[src/rtl/ppu_row_scheduler.sv]
// ppu_row_scheduler: paces the PPU row renderer against HDMI line timing.
// Each PPU row is prepared one display row ahead: a rowram_swap pulse hands the
// freshly prepared back buffer to the display and asks ppu_logic for next_row.
// The CPU scroll value is double-buffered so one frame renders with one scroll.
//
// Handshake: rowram_swap is a single-cycle strobe with no back-pressure.
// next_row is valid in the cycle rowram_swap is high and is held until the next
// swap. ppu_row_done is sampled in the strobe cycle that decides a non-prime
// swap. A low value in that cycle counts as an overrun.
//
// Line repeat: rep counts HDMI lines already started for the row currently on
// screen. The swap for a new row happens on the line_start that begins that row.
// After the last row has been shown, the next row boundary moves the FSM to
// VBLANK instead of issuing a swap.
module ppu_row_scheduler #(
    parameter int NUM_ROWS    = 240,
    parameter int LINE_REPEAT = 2,
    parameter int CNT_W       = 16
) (
    input  logic             clk,
    input  logic             rst,
    input  logic             enable,
    input  logic             frame_start,
    input  logic             line_start,
    input  logic             ppu_row_done,
    input  logic             bgscroll_wr,
    input  logic [31:0]      bgscroll_wrdata,
    output logic             rowram_swap,
    output logic [7:0]       next_row,
    output logic [31:0]      bgscroll,
    output logic             busy,
    output logic [CNT_W-1:0] overrun_cnt,
    input  logic             overrun_clr,
    output logic [1:0]       state_dbg
);

    localparam int REP_W = (LINE_REPEAT > 1) ? $clog2(LINE_REPEAT) : 1;
    localparam logic [REP_W-1:0] REP_LAST = REP_W'(LINE_REPEAT - 1);
    localparam logic [9:0]       NR       = 10'(NUM_ROWS);
    localparam logic [CNT_W-1:0] CNT_MAX  = {CNT_W{1'b1}};

    typedef enum logic [1:0] {
        IDLE   = 2'd0,
        PRIME  = 2'd1,
        ACTIVE = 2'd2,
        VBLANK = 2'd3
    } state_t;

    state_t           state_q, state_d;
    logic [31:0]      pending_q, pending_d;
    logic [31:0]      bgscroll_q, bgscroll_d;
    logic [7:0]       disp_q, disp_d;
    logic [7:0]       next_row_q, next_row_d;
    logic [REP_W-1:0] rep_q, rep_d;
    logic             swap_q, swap_d;
    logic             busy_q;
    logic             prime;
    logic [CNT_W-1:0] cnt_q;
    logic [9:0]       d_nxt;
    logic [9:0]       d_pre;

    assign d_nxt = {2'b00, disp_q} + 10'd1;
    assign d_pre = d_nxt + 10'd1;

    // Next-state and registered-output decode; enable low dominates, frame_start beats line_start.
    always_comb begin
        state_d    = state_q;
        swap_d     = 1'b0;
        next_row_d = next_row_q;
        disp_d     = disp_q;
        rep_d      = rep_q;
        bgscroll_d = bgscroll_q;
        prime      = 1'b0;
        pending_d  = bgscroll_wr ? bgscroll_wrdata : pending_q;
        if (!enable) begin
            state_d = IDLE;
        end else if (frame_start) begin
            prime      = 1'b1;
            swap_d     = 1'b1;
            next_row_d = 8'd0;
            disp_d     = 8'd0;
            rep_d      = '0;
            bgscroll_d = bgscroll_wr ? bgscroll_wrdata : pending_q;
            state_d    = PRIME;
        end else if (line_start) begin
            case (state_q)
                PRIME: begin
                    swap_d     = 1'b1;
                    next_row_d = (NUM_ROWS == 1) ? 8'd0 : 8'd1;
                    disp_d     = 8'd0;
                    rep_d      = '0;
                    state_d    = ACTIVE;
                end
                ACTIVE: begin
                    if (rep_q != REP_LAST) begin
                        rep_d = rep_q + REP_W'(1);
                    end else begin
                        rep_d = '0;
                        if (d_nxt < NR) begin
                            disp_d     = d_nxt[7:0];
                            swap_d     = 1'b1;
                            next_row_d = (d_pre < NR) ? d_pre[7:0] : 8'd0;
                        end else begin
                            state_d = VBLANK;
                        end
                    end
                end
                default: ;
            endcase
        end
    end

    // State and datapath registers.
    always_ff @(posedge clk) begin
        if (rst) begin
            state_q    <= IDLE;
            pending_q  <= '0;
            bgscroll_q <= '0;
            disp_q     <= '0;
            next_row_q <= '0;
            rep_q      <= '0;
            swap_q     <= 1'b0;
            busy_q     <= 1'b0;
        end else begin
            state_q    <= state_d;
            pending_q  <= pending_d;
            bgscroll_q <= bgscroll_d;
            disp_q     <= disp_d;
            next_row_q <= next_row_d;
            rep_q      <= rep_d;
            swap_q     <= swap_d;
            busy_q     <= (state_d == PRIME) || (state_d == ACTIVE);
        end
    end

    // Saturating overrun counter; clear wins over a same-cycle late row.
    always_ff @(posedge clk) begin
        if (rst || overrun_clr) begin
            cnt_q <= '0;
        end else if (swap_d && !prime && !ppu_row_done && (cnt_q != CNT_MAX)) begin
            cnt_q <= cnt_q + CNT_W'(1);
        end
    end

    assign rowram_swap = swap_q;
    assign next_row    = next_row_q;
    assign bgscroll    = bgscroll_q;
    assign busy        = busy_q;
    assign overrun_cnt = cnt_q;
    assign state_dbg   = state_q;

endmodule
[config.mk]
export PLATFORM = sky130hd
export DESIGN_NAME = ppu_row_scheduler
export DESIGN_NICKNAME = d
export VERILOG_FILES = /design/src/rtl/ppu_row_scheduler.sv
export SDC_FILE = /design/constraint.sdc
export NUM_CORES = 1
export LEC_CHECK = 0
export BUFFER_PORTS_ARGS = -buffer_cell sky130_fd_sc_hd__buf_2
export CAP_MARGIN = 10
export CORE_ASPECT_RATIO = 2
export CORE_MARGIN = 5
export CORE_UTILIZATION = 30
export DETAILED_ROUTE_END_ITERATION = 10
export PLACE_DENSITY_LB_ADDON = 0.08
export SYNTH_ARGS = -nofsm -noshare
export SYNTH_HDL_FRONTEND = slang
export SYNTH_SLANG_ARGS = --single-unit
[constraint.sdc]
create_clock -name clk -period 2.85 [get_ports clk]
set_clock_uncertainty 0.05 [all_clocks]
set_input_delay 0.7125 -clock clk [delete_from_list [all_inputs] [get_ports clk]]
set_output_delay 0.7125 -clock clk [all_outputs]
set_load 0.02 [all_outputs]
==> results.toml, run 1 <==
[placed_design]
portBuffers = 99
place_ws_ns = 0.2046
routabilityCongestion = 0.8114
dpl.hpwl_um = 8000

[grt]
grt_first_pass_wirelength_um = 18440
grt_pass1_vias = 3643
use_met1_pct = 17.76
grt_max_degree = 75
grt_usage_pct = 13.15
antenna_found_initial = 0
grt.overflow.total = 0
use_met2_pct = 20.50
grt_busiest_layer = "met2"
grt.met3_usage_pct = 3.275

[sta]
final_hold_viol_count = 0
fmax_mhz = 387.2
rsz0062_at_grt = "no"
finalCritPeriodShare_pct = 90.61
drv_slew = 0
fin_crit_ns = 2.582
setup_violations = 0
slew_headroom_pct = 49.53
fin_ws_ns = 0.2676
worstMarginPinSlew_ns = 0.7570
tns_ns = 0

[critical_path]
worst_ep_arrival_time_ns = 2.81
cp_max_fo = 10
worstSetupStartpointType = "flop"
slowest_stage = "dfxtp_1"
critPathBufInv = 0
worstPathCellList = "ha_1, nor3b_1, a211o_1, a211oi_4, o211ai_2, or4_1, a21oi_1"
crit_path_max_incr_delay_ns = 0.49
crit_required_ns = 3.08
crit_path_end_kind = "flop"
worstSetupPathType = "flop to flop"
cp_top_family = "compound AO/OA/AOI/OAI gates"

[cts]
cts.hold.buffers_added = 0
cts.clk_slew.worst_paths_ns = 0.07
postCtsResizedCells = 0
clock_latency_ns = 0.34
cts-htree-levels = 3
post_cts_buffers = 0
cts_buffers = 9
numClockSinks = 101
tritoncts = "built"
cts_root_buf = "clkbuf_16"
cts_buffer_depth = 2

[run]
maxCapViolations = 0

[die]
start_util_pct = 30.24
die_y_um = 181.9
die_x_um = 95.96
coreArea_um2 = 14660
rows = 63
die_area_um2 = 17460
io_pins = 100

[logic_synthesis]
synth_top_area_cell = "dfxtp_1"
ys.flop_type = "dfxtp_1"
synth.avg_cell_area_um2 = 8.992
async_flop_share_pct = 0
synth-seq-cells = 101
synth_warnings = 0
syn_area_um2 = 4433
synth.distinct_cells = 58
synth_nets = 539
syn_inst = 493
ys_seq_area_share_pct = 45.61
yosysTopAreaCellShare_pct = 45.61
yosys-top-cells-area = "dfxtp_1 (46%), mux2i_1 (7.2%), nor2_1 (6.8%)"
synth_edf_count = 0

[status]
outcome = "finished clean"

[routing]
wl_per_cell_um = 14.40
ant_nets = 0
drc = 0
dr.first_iter.drc_count = 166
drt-vias-per-instance = 4.807
firstDrtPassIters = 4
wl_um = 11330
vias = 3783

[power_and_ir_drop]
power.internal_mw = 2.191
swShare_pct = 26.15
seq_power_share_pct = 50.2
pwr-share-clk_pct = 40.0
ir_drop_uv = 254.0
p_switching_uw = 776.0
cellLeakagePower_nw = 2.289
power_density_nw_per_um2 = 538.9
pwr-share-comb_pct = 9.8

[finish]
drive_gt1_share_pct = 23.99
syn2layout_area_growth_pct = 24.22
fin_nets = 634
insertedDiodeCount = 0

[min_path]
hold_class = "flop to flop"
## final timing paths
path              from         endpoint  slack [ns]  depth (start not counted)
min              rep_q            rep_q        0.42                          2
min reg2reg      rep_q            rep_q        0.42                          2
max reg2reg  disp_q[1]  overrun_cnt[15]        0.27                          7
max          disp_q[1]  overrun_cnt[15]        0.27                          7
## state kept, by name, summed over array words and instances, names as in the netlist
register / cells
bgscroll: 32
rep_q: 1
next_row: 8
state_dbg: 2
rowram_swap: 1
busy: 1
pending_q: 32
disp_q: 8
overrun_cnt: 16
## synth_stat cells (4+ instances only)
cell type and count:
dfxtp_1 101, nor2_1 80, a211oi_1 32, mux2i_1 32
nand2_1 32, a21oi_1 23, clkbuf_1 18, o21ai_0 18
inv_1 12, buf_1 9, nand3_1 8, nand3b_1 8
nand4_1 8, or4_1 8, xnor2_1 8, xor2_1 7
buf_2 6, ha_1 6, or3_1 6, o211ai_1 5
and3_1 4, nand4b_1 4, o41ai_1 4
## layout make-up
| class | instances | area [um^2] |
|---|---|---|
| clock buffers | 9 | 225.2 |
| clock inverters | 6 | 57.56 |
| fillers | 1587 | 9155 |
| inverters | 12 | 45.04 |
| multi-input cells | 345 | 2217 |
| flip-flops and latches | 101 | 2022 |
| well taps | 195 | 244.0 |
| repair buffers | 119 | 695.7 |
## kinds of logic after synthesis
family | after synthesis | synth area share, %
fa+ha+maj | 6 | 1.693
buf+inv | 47 | 4.403
flops | 101 | 45.61
mux | 32 | 7.226
xor+xnor | 15 | 2.964
simple gates | 179 | 19.87
compound gates | 113 | 18.23
## through the flow
stage          instances  hold slack [ns]  area, um^2  utilization, %  power [mW]
6_report             787           0.4196        5507           37.56       2.967
5_1_grt              787           0.4476        5507           37.56       3.120
4_1_cts              787           0.4264        5507           37.56       3.035
3_5_place_dp         772           0.4145        5224           35.63       1.821
3_3_place_gp         772           0.4095        5224           35.63       1.819
2_1_floorplan        493           0.3952        4433               -       1.711
## power groups by stage
stage,registers (mW),logic (mW),clock network [mW]
after floorplan,1.56,0.146,0
after global placement,1.52,0.295,0
after detailed placement,1.53,0.296,0
after CTS,1.49,0.297,1.25
after global routing,1.50,0.322,1.30
final,1.49,0.291,1.19
## tightest hold or removal path, cell delays in order, from the launching register on
cell     delay [ns]
dfxtp_1        0.32
nand2_1        0.05
a21oi_1        0.05
## cell usage in the layout, fill, tap and decap left out, types with 7 or more instances in the layout
cell | Yosys | routed
xor2_1 | 7 | 7
inv_1 | 12 | 12
nand2_1 | 32 | 32
nand3_1 | 8 | 8
a21oi_1 | 23 | 23
buf_2 | 6 | 99
dfxtp_1 | 101 | 101
nand3b_1 | 8 | 8
xnor2_1 | 8 | 8
nor2_1 | 80 | 80
nand4_1 | 8 | 8
mux2i_1 | 32 | 32
or4_1 | 8 | 8
clkbuf_16 | 0 | 9
a211oi_1 | 32 | 32
o21ai_0 | 18 | 18
buf_4 | 1 | 16
## metal layers
layer	wire length, um	part of all wire [%]
met1	5277	47
met2	5282	47
met3	651	5.7
met4	120	1.1
met5	0	0
Power figures use the tool's default switching activity.
==> run 2, diff against run 1 <==
Settings changed: CORE_UTILIZATION 30 to 54.
==> run 2 against run 1 <==
Cell count decreased by 13%. Critical endpoint unchanged. Global-route usage increased by 8.8 points. Maximum frequency decreased by 2.3%.
==> results.toml, run 2 (synthesized netlist as in run 1, its figures left out) <==
[grt]
grt_pass1_vias = 3807
antenna_found_initial = 0
grt_max_degree = 55
grt.overflow.total = 0
grt_usage_pct = 21.98
grt_first_pass_wirelength_um = 17890

[finish]
fin_util_pct = 66.77
drive_gt1_share_pct = 23.86
instances_no_fill = 687
final_common_cell = "dfxtp_1"
multiInputGateArea_um2 = 2217
final-seq-area_um2 = 2022
fin_nets = 632
syn2layout_area_growth_pct = 20.49
insertedDiodeCount = 0
final_cell_mix = "dfxtp_1 (101), buf_2 (99), nor2_1 (80)"
fillCellCount = 693

[critical_path]
crit_required_ns = 3.06
worstSetupStartpointType = "flop"
crit_path_end_kind = "flop"
cp_max_fo = 10
rr_worst_depth = 7
worstSetupPathType = "flop to flop"
worst_ep_arrival_time_ns = 2.85

[cts]
numClockSinks = 101
cts.clk_slew.worst_paths_ns = 0.07
cts.hold.buffers_added = 0
cts-htree-levels = 3
post_cts_buffers = 0
cts_root_buf = "clkbuf_16"
cts_buffer_depth = 2
postCtsResizedCells = 0
tritoncts = "built"
clock_latency_ns = 0.33
cts_buffers = 9

[sta]
final_hold_viol_count = 0
tns_ns = 0
rsz0062_at_grt = "no"
drv_slew = 0
finalCritPeriodShare_pct = 92.70
fin_crit_ns = 2.642
setup_violations = 0
slew_headroom_pct = 57.55
worstMarginPinSlew_ns = 0.6345
fmax_mhz = 378.5

[routing]
ant_nets = 0
drc = 0
wl_per_cell_um = 16.15
vias = 3910
dr.first_iter.drc_count = 183
drt-vias-per-instance = 5.691
wl_um = 11090
firstDrtPassIters = 4

[power_and_ir_drop]
power_density_nw_per_um2 = 553.4
ir_drop_uv = 398.9
cellLeakagePower_nw = 2.268

[min_path]
hold_class = "flop to flop"
holdPathStages = 2

[placed_design]
portBuffers = 99
dpl.hpwl_um = 8221
dp_cells = 671
routabilityCongestion = 0.9345

[die]
coreArea_um2 = 8000
die_x_um = 74.07
start_util_pct = 55.41
io_pins = 100
die_y_um = 138.1
die_area_um2 = 10230
rows = 46

[status]
outcome = "finished clean"

[run]
maxCapViolations = 0
==> run 2: cell types whose count changed in the layout (fill, tap and decap cells not counted), sizes merged <==
cell,delta
inv,+1
clkinvlp,+2
buf,-2
clkinv,-3
clkbuf,+1
==> run 2: worst paths after layout <==
| check | start | to | slack [ns] |
|---|---|---|---|
| hold / removal | next_row[4] | next_row[4] | 0.40 |
| hold reg to reg | next_row[4] | next_row[4] | 0.40 |
| setup reg to reg | disp_q[1] | overrun_cnt[15] | 0.21 |
| setup / recovery | disp_q[1] | overrun_cnt[15] | 0.21 |
==> run 2: critical path, cell delays in order (launching register included) <==
cell and delay, ns:
dfxtp_1 0.38, ha_1 0.29, buf_4 0.18, a211o_1 0.36, a211oi_4 0.47, o211ai_2 0.23
or4_1 0.45, a21oi_1 0.16
==> run 2: layout make-up <==
cell class | count | area share (%)
multi-input cells | 345 | 41.51
flip-flops and latches | 101 | 37.85
repair buffers | 117 | 12.04
clock buffers | 10 | 4.474
well taps | 96 | 2.249
clock inverters | 6 | 1.031
inverters | 12 | 0.8433
==> run 2: per-stage QoR <==
stage,total power [mW],cell area (um^2),hold slack (ns),setup WS (ns)
after floorplan,1.711,4433,0.3952,0.3859
after global placement,1.800,5047,0.3877,0.2163
after detailed placement,1.810,5047,0.3928,0.1521
after CTS,2.987,5341,0.4011,0.2267
after global routing,3.075,5341,0.4211,0.0009859
final,2.956,5341,0.3981,0.2081
==> run 2: layer usage <==
metal | track usage (%) | part of all wire (%) | up-vias
met3 | 3.411 | 4.6 | 29
met5 | 0 | 0 | -
li1 | - | - | 1952
met1 | 23.53 | 38 | 1811
met2 | 39.23 | 53 | 118
met4 | 11.94 | 4.0 | 0
==> run 2: power breakdown <==
group | internal (mW) | switching, mW | total (mW) | leakage, nW
combinational | 0.108 | 0.174 | 0.282 | 1.30
clock | 0.633 | 0.547 | 1.18 | 0.139
sequential | 1.47 | 0.0228 | 1.49 | 0.827
total | 2.21 | 0.744 | 2.96 | 2.27
==> run 3, diff against run 2 <==
Settings changed: CORE_UTILIZATION 54 to 49.
Clock period 2.85 ns to 2.17 ns, I/O delays scaled along.
==> run 3 against run 2 <==
The flow now finishes with violations (negative setup slack). Sequential cell count did not move. Utilization is 1.7 points higher. Die area up 9.1%. Clock-buffer cell count unchanged. Critical path type unchanged.
==> results.toml, run 3 (synthesized netlist as in run 1, its figures left out) <==
[min_path]
holdPathEnd = "next_row[4]"
hold_class = "flop to flop"
holdPathStages = 2
min_from = "next_row[4]"

[finish]
final-seq-area_um2 = 2037
fin_area_um2 = 6130
syn2layout_area_growth_pct = 38.27
insertedDiodeCount = 0
drive_gt1_share_pct = 37.31
instances_no_fill = 756
final_common_cell = "buf_2"
fin_nets = 695
fillCellCount = 743
fin_util_pct = 68.48
multiInputGateArea_um2 = 2474
final_cell_mix = "buf_2 (100), dfxtp_1 (97), nor2_1 (78)"

[placed_design]
placed_area_um2 = 5396
routabilityCongestion = 0.8328
dpl.hpwl_um = 8242
portBuffers = 99
dp_cells = 716

[power_and_ir_drop]
pwr-share-comb_pct = 10.4
power_density_nw_per_um2 = 638.9
power.internal_mw = 2.921
pwr-share-clk_pct = 39.7
ir_drop_uv = 524.6
cellLeakagePower_nw = 2.633
p_switching_uw = 995.1
swShare_pct = 25.41
seq_power_share_pct = 50.0

[sta]
fmax_mhz = 451.9
finalCritPeriodShare_pct = 102.0
rsz0062_at_grt = "yes"
worstMarginPinSlew_ns = 0.5047
tns_ns = -0.2332
hold_ws_ns = 0.4117
fin_crit_ns = 2.213
slew_headroom_pct = 66.23
fin_ws_ns = -0.04271
final_hold_viol_count = 0
setup_violations = 8
drv_slew = 0

[cts]
cts_buffer_depth = 2
cts_buffers = 9
cts-htree-levels = 3
cts_root_buf = "clkbuf_16"
tritoncts = "built"
cts.clk_slew.worst_paths_ns = 0.07
numClockSinks = 101
cts.hold.buffers_added = 0
clock_latency_ns = 0.34

[critical_path]
critPathLaunch = "disp_q[0]"
r2r-start = "disp_q[0]"
cp_top_family = "buffers and inverters"
worstSetupPathType = "flop to flop"
worst-path-stages = 11
worst_ep_arrival_time_ns = 2.45
crit_required_ns = 2.40
crit_path_end_kind = "flop"
critPathBufInv = 4
regToRegSetupSlack_ns = -0.04
rr_worst_depth = 11
worstSetupStartpointType = "flop"
crit_path_max_incr_delay_ns = 0.39
cp_max_fo = 4
worstPathCellList = "ha_4, o21ai_1, a221oi_2, buf_4, a211oi_4, buf_6, buf_6, o211ai_4, buf_6, or4_1, nand2_1"
crit_top_cell = "buf_6"
r2r_end = "overrun_cnt[9]"
slowest_stage = "or4_1"

[routing]
wl_um = 11710
firstDrtPassIters = 4
drc = 0
dr.first_iter.drc_count = 160
drt-vias-per-instance = 5.464
ant_nets = 0
wl_per_cell_um = 15.49
vias = 4131

[grt]
use_met2_pct = 38.44
grt.overflow.total = 0
grt_first_pass_wirelength_um = 18920
grt_max_degree = 47
antenna_found_initial = 0
grt_busiest_layer = "met2"
use_met1_pct = 22.07
grt.met3_usage_pct = 3.928
grt_usage_pct = 20.61
grt_pass1_vias = 4047

[die]
start_util_pct = 49.52
io_pins = 100
die_y_um = 144.5
rows = 49
die_x_um = 77.26
coreArea_um2 = 8951
die_area_um2 = 11160

[status]
violations = "negative setup slack"
outcome = "finished with violations"

[run]
maxCapViolations = 0
==> run 3: worst max path at each step <==
stage                 endpoint  slack (ns)
2_1_floorplan  overrun_cnt[15]       -0.12
3_3_place_gp   overrun_cnt[15]       -0.21
3_5_place_dp   overrun_cnt[15]       -0.29
4_1_cts        overrun_cnt[15]       -0.18
5_1_grt         overrun_cnt[8]       -0.12
6_report        overrun_cnt[9]       -0.04
==> run 3: layout make-up <==
class                           count  area share (%)
Multi-Input combinational cell    346           40.36
Sequential cell                   101           33.23
Timing Repair Buffer              179           18.72
Clock buffer                       10           3.899
Tap cell                          102           2.082
Clock inverter                      6          0.8573
Inverter                           12          0.8573
==> run 3: timing repair <==
item                       4_1_cts  5_1_grt
setup endpoints to repair       24       25
setup buffers                   23        2
pin swaps                       28       21
gates resized for setup         32       29
gates cloned                     1        1
==> run 3: layer usage <==
layer / wire (um) / up-vias
li1: - / 2084
met1: 4559 / 1935
met2: 6343 / 88
met3: 470 / 24
met4: 336 / 0
met5: 0 / -
==> run 3: worst min-delay path, stage by stage (launching register included) <==
cell     delay [ns]
dfxtp_1        0.31
nand2_1        0.05
a21oi_1        0.06
==> run 3: power by group through the flow <==
stage / clock (mW) / combinational (mW) / sequential [mW]
after global routing: 1.67 / 0.447 / 1.97
after CTS: 1.59 / 0.402 / 1.96
after floorplan: 0 / 0.193 / 2.05
after detailed placement: 0 / 0.392 / 2.00
after global placement: 0 / 0.384 / 2.00
final: 1.55 / 0.406 / 1.96
==> run 3: metrics by stage <==
| stage | setup WS [ns] | power (mW) |
|---|---|---|
| 2_1_floorplan | -0.1206 | 2.245 |
| 6_report | -0.04271 | 3.916 |
| 4_1_cts | -0.1762 | 3.953 |
| 5_1_grt | -0.1218 | 4.082 |
| 3_3_place_gp | -0.2139 | 2.382 |
| 3_5_place_dp | -0.2935 | 2.393 |
